===== src/rtl/uart_avm_pkg.sv =====
// Shared definitions for the UART image link (transmit sender and receive loader).
// Register map of the RS232 UART core as seen over Avalon-MM, status bit
// positions, the sender FSM state type and a small byte-select helper.
package uart_avm_pkg;

  localparam logic [4:0] RX_BASE     = 5'd0;
  localparam logic [4:0] TX_BASE     = 5'd4;
  localparam logic [4:0] STATUS_BASE = 5'd8;
  localparam int         TX_OK_BIT   = 6;
  localparam int         RX_OK_BIT   = 7;

  typedef enum logic [1:0] {
    S_IDLE  = 2'd0,
    S_POLL  = 2'd1,
    S_WRITE = 2'd2
  } sender_state_t;

  // Low byte goes out first, high byte second.
  function automatic logic [7:0] select_byte(input logic [15:0] word, input logic hi);
    return hi ? word[15:8] : word[7:0];
  endfunction

endpackage


===== src/rtl/word_fifo.sv =====
// Parameterised synchronous FIFO with push/pop and full/empty flags.
// DEPTH must be a power of two so the pointers wrap naturally.
// A push while full or a pop while empty is ignored.
module word_fifo #(
  parameter int WIDTH = 16,
  parameter int DEPTH = 4
) (
  input  logic             i_clk,
  input  logic             avm_rst_n,
  input  logic             push,
  input  logic [WIDTH-1:0] push_data,
  input  logic             pop,
  output logic [WIDTH-1:0] pop_data,
  output logic             full,
  output logic             empty
);

  localparam int AW = (DEPTH > 1) ? $clog2(DEPTH) : 1;

  logic [WIDTH-1:0] mem [DEPTH];
  logic [AW-1:0]    wr_ptr;
  logic [AW-1:0]    rd_ptr;
  logic [AW:0]      count;
  logic             do_push;
  logic             do_pop;

  assign full     = (count == (AW+1)'(DEPTH));
  assign empty    = (count == '0);
  assign do_push  = push && !full;
  assign do_pop   = pop && !empty;
  assign pop_data = mem[rd_ptr];

  // Pointer and occupancy bookkeeping; pointers wrap modulo DEPTH
  always_ff @(posedge i_clk or negedge avm_rst_n) begin
    if (!avm_rst_n) begin
      wr_ptr <= '0;
      rd_ptr <= '0;
      count  <= '0;
    end else begin
      if (do_push) wr_ptr <= wr_ptr + 1'b1;
      if (do_pop)  rd_ptr <= rd_ptr + 1'b1;
      case ({do_push, do_pop})
        2'b10:   count <= count + 1'b1;
        2'b01:   count <= count - 1'b1;
        default: count <= count;
      endcase
    end
  end

  // Storage array; contents need no reset because empty hides them
  always_ff @(posedge i_clk) begin
    if (do_push) mem[wr_ptr] <= push_data;
  end

endmodule


===== src/rtl/image_sender.sv =====
// Transmit side of the UART image link. Buffers 16-bit words in a small FIFO
// and writes them low byte first to the UART TX register over Avalon-MM,
// polling the TRDY status bit before every byte.
// Optional build macro IMAGE_SENDER_CHECKSUM_EN appends an 8-bit XOR checksum
// byte after the last word of every frame.
module image_sender
  import uart_avm_pkg::*;
#(
  parameter int FIFO_DEPTH  = 4,
  parameter int FRAME_WORDS = 64
) (
  input  logic        i_clk,
  input  logic        avm_rst_n,
  input  logic [15:0] i_data,
  input  logic        i_valid,
  output logic        o_ready,
  output logic        o_frame_done,
  output logic [4:0]  avm_address,
  output logic        avm_read,
  input  logic [31:0] avm_readdata,
  output logic        avm_write,
  output logic [31:0] avm_writedata,
  input  logic        avm_waitrequest
);

  sender_state_t state;
  logic [15:0]   word_r;
  logic [1:0]    byte_sel;
  logic [15:0]   frame_cnt;
  logic [7:0]    cur_byte;
  logic          frame_last;
  logic          fifo_full;
  logic          fifo_empty;
  logic          fifo_pop;
  logic [15:0]   fifo_rd_data;
  logic          unused_readdata;

  assign unused_readdata = ^{avm_readdata[31:7], avm_readdata[5:0]};

  assign o_ready    = !fifo_full;
  assign fifo_pop   = (state == S_IDLE) && !fifo_empty;
  assign frame_last = (frame_cnt == 16'(FRAME_WORDS - 1));

  word_fifo #(
    .WIDTH (16),
    .DEPTH (FIFO_DEPTH)
  ) u_fifo (
    .i_clk     (i_clk),
    .avm_rst_n (avm_rst_n),
    .push      (i_valid),
    .push_data (i_data),
    .pop       (fifo_pop),
    .pop_data  (fifo_rd_data),
    .full      (fifo_full),
    .empty     (fifo_empty)
  );

`ifdef IMAGE_SENDER_CHECKSUM_EN
  logic [7:0] checksum;

  // Running XOR of the frame's data bytes; cleared once the checksum byte is accepted
  always_ff @(posedge i_clk or negedge avm_rst_n) begin
    if (!avm_rst_n) begin
      checksum <= 8'd0;
    end else if (state == S_WRITE && !avm_waitrequest) begin
      if (byte_sel == 2'd2) checksum <= 8'd0;
      else                  checksum <= checksum ^ cur_byte;
    end
  end

  // Byte to transmit: data bytes, or the checksum when byte_sel reaches 2
  always_comb begin
    cur_byte = select_byte(word_r, byte_sel[0]);
    if (byte_sel == 2'd2) cur_byte = checksum;
  end
`else
  // Byte to transmit for the current byte_sel
  always_comb begin
    cur_byte = select_byte(word_r, byte_sel[0]);
  end
`endif

  // Transfer sequencer: pop a word, then poll TRDY and write each byte in turn
  always_ff @(posedge i_clk or negedge avm_rst_n) begin
    if (!avm_rst_n) begin
      state         <= S_IDLE;
      word_r        <= 16'd0;
      byte_sel      <= 2'd0;
      frame_cnt     <= 16'd0;
      avm_read      <= 1'b0;
      avm_write     <= 1'b0;
      avm_address   <= STATUS_BASE;
      avm_writedata <= 32'd0;
      o_frame_done  <= 1'b0;
    end else begin
      o_frame_done <= 1'b0;
      case (state)
        S_IDLE: begin
          if (!fifo_empty) begin
            word_r      <= fifo_rd_data;
            byte_sel    <= 2'd0;
            avm_read    <= 1'b1;
            avm_address <= STATUS_BASE;
            state       <= S_POLL;
          end
        end
        S_POLL: begin
          if (!avm_waitrequest && avm_readdata[TX_OK_BIT]) begin
            avm_read      <= 1'b0;
            avm_write     <= 1'b1;
            avm_address   <= TX_BASE;
            avm_writedata <= {24'd0, cur_byte};
            state         <= S_WRITE;
          end
        end
        S_WRITE: begin
          if (!avm_waitrequest) begin
            avm_write   <= 1'b0;
            avm_address <= STATUS_BASE;
            if (byte_sel == 2'd0) begin
              byte_sel <= 2'd1;
              avm_read <= 1'b1;
              state    <= S_POLL;
            end
`ifdef IMAGE_SENDER_CHECKSUM_EN
            else if (byte_sel == 2'd2) begin
              byte_sel     <= 2'd0;
              o_frame_done <= 1'b1;
              state        <= S_IDLE;
            end else if (frame_last) begin
              frame_cnt <= 16'd0;
              byte_sel  <= 2'd2;
              avm_read  <= 1'b1;
              state     <= S_POLL;
            end
`else
            else if (frame_last) begin
              frame_cnt    <= 16'd0;
              byte_sel     <= 2'd0;
              o_frame_done <= 1'b1;
              state        <= S_IDLE;
            end
`endif
            else begin
              frame_cnt <= frame_cnt + 16'd1;
              byte_sel  <= 2'd0;
              state     <= S_IDLE;
            end
          end
        end
        default: state <= S_IDLE;
      endcase
    end
  end

endmodule

===== config.mk =====
export PLATFORM = sky130hd
export DESIGN_NAME = image_sender
export DESIGN_NICKNAME = d
export VERILOG_FILES = /design/src/rtl/uart_avm_pkg.sv /design/src/rtl/word_fifo.sv /design/src/rtl/image_sender.sv
export SDC_FILE = /design/constraint.sdc
export NUM_CORES = 1
export LEC_CHECK = 0
export ABC_AREA = 1
export BUFFER_PORTS_ARGS = -buffer_cell sky130_fd_sc_hd__buf_2
export CAP_MARGIN = 15
export CORE_UTILIZATION = 51
export DETAILED_ROUTE_END_ITERATION = 8
export GPL_ROUTABILITY_DRIVEN = 0
export PLACE_DENSITY = 0.84
export SLEW_MARGIN = 25
export SYNTH_ARGS = -nofsm -noshare
export SYNTH_HDL_FRONTEND = slang
export SYNTH_HIERARCHICAL = 1
export SYNTH_SLANG_ARGS = --single-unit

===== constraint.sdc =====
create_clock -name i_clk -period 2 [get_ports i_clk]
set_input_delay 0.2 -clock i_clk [delete_from_list [all_inputs] [get_ports i_clk]]
set_output_delay 0.2 -clock i_clk [all_outputs]
set_load 0.05 [all_outputs]

* Word-level counts from Yosys, hierarchy flattened
Memory sizes are Yosys's and may differ from the RTL's. A register that Yosys moved wholly into a read port is not among the register bits. Cells that the tools add are included.
Operators by class: add/sub/neg operators 5, equality and inequality tests 10, multiplexer cells 28, bitwise gates (word level) 3, reductions and logical operators 23
Operator list (number):
- 16-bit by 1-bit adder with 16-bit output, second input constant | 1
- 16-bit by 6-bit == test with 1-bit output, second input constant | 1
- 16-bit two-way mux | 1
- 5-bit two-way mux | 3
- 5-bit one-hot mux with 3 select lines | 1
- 1-bit two-way mux | 13
- 3-bit AND reduction | 4
- 2-bit two-way mux | 4
- 8-bit two-way mux | 1
- 2-bit != test, second input constant | 4
- 2-bit one-hot mux with 3 select lines | 1
- 3-bit one-hot mux with 2 select lines | 1
- 2-bit nonzero test | 3
- 5-bit AND reduction | 1
- 2-bit by 1-bit adder with 2-bit output, second input constant | 2
- 2-bit by 1-bit == test with 1-bit output, second input constant | 2
- 2-bit == test, second input constant | 2
- 1-bit logical AND | 4
- 1-bit zero test | 4
- 2-bit zero test | 2
- 2-bit one-hot mux with 2 select lines | 1
- 2-bit AND reduction | 2
- 4-bit AND reduction | 1
- 3-bit by 1-bit adder with 3-bit output, second input constant | 1
- 7 further kinds | 9
Storage, ports and cells: bits in registers 43, memory bits (writable) 64, bits of input ports 52, word-level logic and storage cells 81, memories 1
Memory list:
- u_fifo.mem | words 4, bits a word 16, read ports 1, clocked after Yosys merged registers in 1, write ports 1, line word_fifo.sv:20 | logic [WIDTH-1:0] mem [DEPTH];

* Longest topological paths before layout
word-level depth 6, depth in mapped cells 17, gate-level depth less buffers 15

* By module
Netlist, hierarchy kept.
By module, submodules not included:
- word_fifo | times used 1, cells an instance 248, area an instance 3022.9 um^2
- image_sender | times used 1, cells an instance 335, area an instance 2519.9 um^2

* Worst setup path before layout
OpenSTA, ideal clock, no wires.
path kind flip-flop to flip-flop, from register u_fifo.count[0], to register u_fifo.count[2], setup time 0.117 ns, arrival time 2.078 ns, data required time 1.883 ns, slack -0.195 ns, stages on the path, launching flop included 17, clock period less this slack 2.195 ns, cell sequence dfrtp_1 > inv_1 > nand3_1 > inv_1 > or2_1 > buf_6 > inv_6 > buf_6 > nand2_1 > inv_1 > ha_1 > inv_1 > fa_1 > nand2_1 > nand3_1 > nand2_1 > nand2_1
On the way: cells in the longest elaborated chain, start to end 6, elaborated cells on any way between the ends 13, those cells by class 2 x add/sub; 3 x eq/ne; 1 x mux; 7 x reduce/logical
RTL lines:
- from (decl) | line word_fifo.sv:23 | logic [AW:0] count;
- from (signal assigned) | line word_fifo.sv:43 | 2'b10: count <= count + 1'b1;
- from (signal assigned) | line word_fifo.sv:44 | 2'b01: count <= count - 1'b1;
- from (signal assigned) | line word_fifo.sv:45 | default: count <= count;
- 3-bit zero test (*) | line word_fifo.sv:28 | assign empty = (count == '0);
- net fifo_empty | line image_sender.sv:33 | logic fifo_empty;
- 1-bit zero test (*) | line image_sender.sv:41 | assign fifo_pop = (state == S_IDLE) && !fifo_empty;
- 1-bit logical AND (*) | line image_sender.sv:41
- net fifo_pop | line image_sender.sv:34 | logic fifo_pop;
- 1-bit logical AND (*) | line word_fifo.sv:30 | assign do_pop = pop && !empty;
- net u_fifo.do_pop | line word_fifo.sv:25 | logic do_pop;
- 2-bit by 1-bit == test with 1-bit output / 2-bit == test (equally long branches) | line word_fifo.sv:42 | case ({do_push, do_pop})
- 3-bit one-hot mux with 2 select lines / 2-bit nonzero test (equally long branches)
Mark *: on every way through the listed nets, which the timed path passes. The rest lies on a longest branch. A chain may end at the register's enable or synchronous reset.

* Worst setup path in the final report
from register state[1], to register u_fifo.count[2]
On the way: cells in the longest elaborated chain, start to end 5, elaborated cells on any way between the ends 7, those cells by class 2 x eq/ne; 1 x mux; 4 x reduce/logical
RTL lines:
- from (decl) | line image_sender.sv:26 | sender_state_t state;
- from (signal assigned) | line image_sender.sv:86 | state <= S_IDLE;
- from (signal assigned) | line image_sender.sv:104 | state <= S_POLL;
- from (signal assigned) | line image_sender.sv:113 | state <= S_WRITE;
- 2-bit zero test (*) | line image_sender.sv:41
- 1-bit logical AND (*) | line image_sender.sv:41
- 1-bit logical AND (*) | line word_fifo.sv:30
- net u_fifo.do_pop | line word_fifo.sv:25
- 2-bit by 1-bit == test with 1-bit output / 2-bit == test (equally long branches) | line word_fifo.sv:42
- 3-bit one-hot mux with 2 select lines / 2-bit nonzero test (equally long branches)
Marks and branches as above.

==> results by group <==
Outcome
  – Status: finished clean

Final layout
  – Area of the multi-input gates: 1740 um^2
  – Design Area, Final: 6590 um^2
  – ANT cells: 0
  – Area Overhead vs Synth: 18.8%
  – Layout cells sized above 1: 0.153
  – Commonest non-fill, non-tap cell in the layout: nand2_1
  – Final nets: 712
  – Layout fillers: 782
  – Sequential cell area: 3300 um^2
  – Most frequent cells in the layout: nand2_1, inv_1, edfxtp_1

Setup path
  – Crit Reg-Reg Startpoint: state[1]
  – Data arrival time of the critical path: 2.29 ns
  – Critical path class: flop to flop
  – CP max FO: 2
  – Element type at the critical path end: flop
  – CP max stage cell: dfrtp_1
  – Worst EP required: 2.42 ns
  – Crit. Startpoint: state[1]
  – Largest stage delay on the critical path: ~0.40 ns
  – CP dominant cell by count: nand2_1
  – Critical Path Start Type: flop
  – Crit-path cells: nor2_2 -> inv_1 -> or2_4 -> inv_6 -> nand2_4 -> inv_2 -> ha_4 -> inv_2 -> fa_2 -> nand2_1 -> nand3_1 -> nand2_1 -> nand2_1

CTS
  – Clock Root Buffer: clkbuf_8
  – CTS Buf Count: 17
  – H-Tree Depth: 4
  – Clock sink total: 119
  – Clk pin slew, worst setup/hold paths: 0.06 ns
  – Clock Tree Buf Depth: 2
  – CTS tree: done
  – Worst skew pair latency: 0.53 ns

Placement
  – DP Area: around 5800 um^2
  – IO Port Bufs: 34
  – Post-DP HPWL: around 6.7 mm

Floorplan
  – Starting density of the core: 0.532
  – Die X: between 100 and 150 um
  – Core region area: 10400 um^2
  – Die Height: 106 um
  – Std-Cell Rows: 37
  – Die Footprint: roughly 11000 um^2
  – Io pins: 93

Synthesis
  – Register bit count reported by yosys: 119
  – Synth Cell Area: 5540 um^2
  – Avg Cell Area, Syn: 9.51 um^2
  – Yosys top cell area share: 0.347
  – Top cells by area, synth: edfxtp_1, dfrtp_1, nand2_1
  – Share of the yosys chip area belonging to registers: 0.595
  – Synthesis Warnings: 6
  – Post-Synthesis Cells: 583
  – Leading area contributor after synthesis: edfxtp_1
  – Yosys cell types: 28

Global route
  – First-pass GRT wire length: 17.4 mm
  – Largest net degree at the start of global routing: 45
  – Vias in the first global route: between 3000 and 4000
  – Gr ovfl total: 0
  – Initial antenna violation count: 0
  – Total GRT Usage: 0.201

Timing
  – Hold_ws: 0.125 ns
  – Max_slew headroom: 0.608
  – Minimum clock period: about 1.9 ns
  – Endpoints failing setup: 0
  – Fin Clk Skew: ~0.0056 ns
  – Fin crit share: 0.937
  – Final number of hold-violating endpoints: 0
  – FMAX: 533 MHz
  – Unrepaired setup endpoints after global routing: false
  – Slew Limit Fails: 0
  – Slew @ Worst Pin: 0.586 ns

Route
  – First-pass iteration count of the detailed router: 5
  – Drt drc: 0
  – Final WL: between 10 and 15 mm
  – Post-route ant nets: 0
  – Avg WL per Cell: 12.6 um
  – Detailed Route Iter0 Violations: around 230
  – Vias per inst: slightly below 5
  – Vias: 3970

Min path
  – HP Start: avm_readdata[6]
  – Hold Crit Class: input pin to flop

Flow run
  – # Max-Cap Violations: 0

Pwr
  – Cell Pwr Density: 1510 nW/um^2
  – Peak supply drop: 921 uV
  – Tot Pwr: 9.94 mW
  – Leak: roughly 3.1 nW
-- area by class of cell --
| class | count | share of cell area |
|---|---|---|
| flip-flops and latches | 119 | 0.501 |
| multi-input cells | 368 | 0.264 |
| repair buffers | 67 | 0.0745 |
| clock buffers | 20 | 0.0726 |
| inverters | 80 | 0.0464 |
| well taps | 136 | 0.0258 |
| clock inverters | 12 | 0.0156 |
-- power by group --
part           switching [mW]  internal (mW)
Combinational            2.37           1.06
Clock                    1.15           1.74
Sequential              0.331           3.29
Total                    3.85           6.09
-- logic make-up after synthesis --
kind of cell / count (synthesis) / share of synthesized area
adders and majority gates: 7 / 0.0172
other: 1 / 0.000677
DFF: 119 / 0.595
AOI/OAI and AO/OA: 47 / 0.0609
buffers and inverters: 122 / 0.116
xor gates and xnor gates: 3 / 0.00474
and+or+nand+nor: 284 / 0.205
-- metrics by stage --
stage                     setup WS (ns)  TNS, ns  cells  utilization
after floorplan                 -0.0428  -0.0845    609            -
after global routing            0.00787        0    802        0.632
after CTS                        0.0890        0    801        0.631
after global placement            0.162        0    750        0.557
final                             0.125        0    802        0.632
after detailed placement          0.102        0    750        0.557
-- path summary, 6_finish.rpt --
check / slack, ns / to / depth (start not counted)
setup / recovery: 0.13 / u_fifo/count[2] / 13
hold / removal: 0.12 / state[0] / 4
setup reg to reg: 0.13 / u_fifo/count[2] / 13
max in group asynchronous: 1.26 / avm_writedata[4] / 3
hold reg to reg: 0.47 / avm_address[3] / 2
min in group asynchronous: 0.19 / frame_cnt[8] / 2
-- flip-flops by register name (all words and copies together), names as in the netlist --
name and cells:
o_frame_done 1, frame_cnt 16, byte_sel 1, state 2, avm_address 2, u_fifo/mem 64
avm_writedata 8, u_fifo/count 3, u_fifo/rd_ptr 2, word_r 16, avm_read 1, avm_write 1
u_fifo/wr_ptr 2
-- critical path, delay by kind of cell, from the launching register on --
family	cells	cell delay, ns
AND/OR/NAND/NOR	7	0.72
buffers and inverters	4	0.20
adder cells (fa/ha/maj)	2	0.45
flip-flops	1	0.40
-- Yosys cell counts, drive strengths merged --
cell type	number
o21bai	1
edfxtp	64
nor2	54
inv	80
nand2	200
fa	1
buf	40
ha	6
or2	1
nor3	4
nand3	23
a31oi	8
xnor2	3
o211ai	32
nand4	2
o21ai	6
dfstp	1
clkbuf	2
conb	1
dfrtp	54
-- per-layer routing --
layer	vias to the layer above	wire length (um)	GRT usage
met5	-	0	0
met1	1843	4350	0.241
met4	0	143	0.0982
met3	14	638	0.0613
li1	1968	-	-
met2	145	4990	0.331
-- timing repair --
action / CTS / global route
setup endpoints to repair: 0 / 2
buffers inserted: 0 / 1
resized for setup: 0 / 3
hold buffers: 19 / 0
endpoints found under the hold margin: 88 / 0
(Power assumes the default switching activity.)
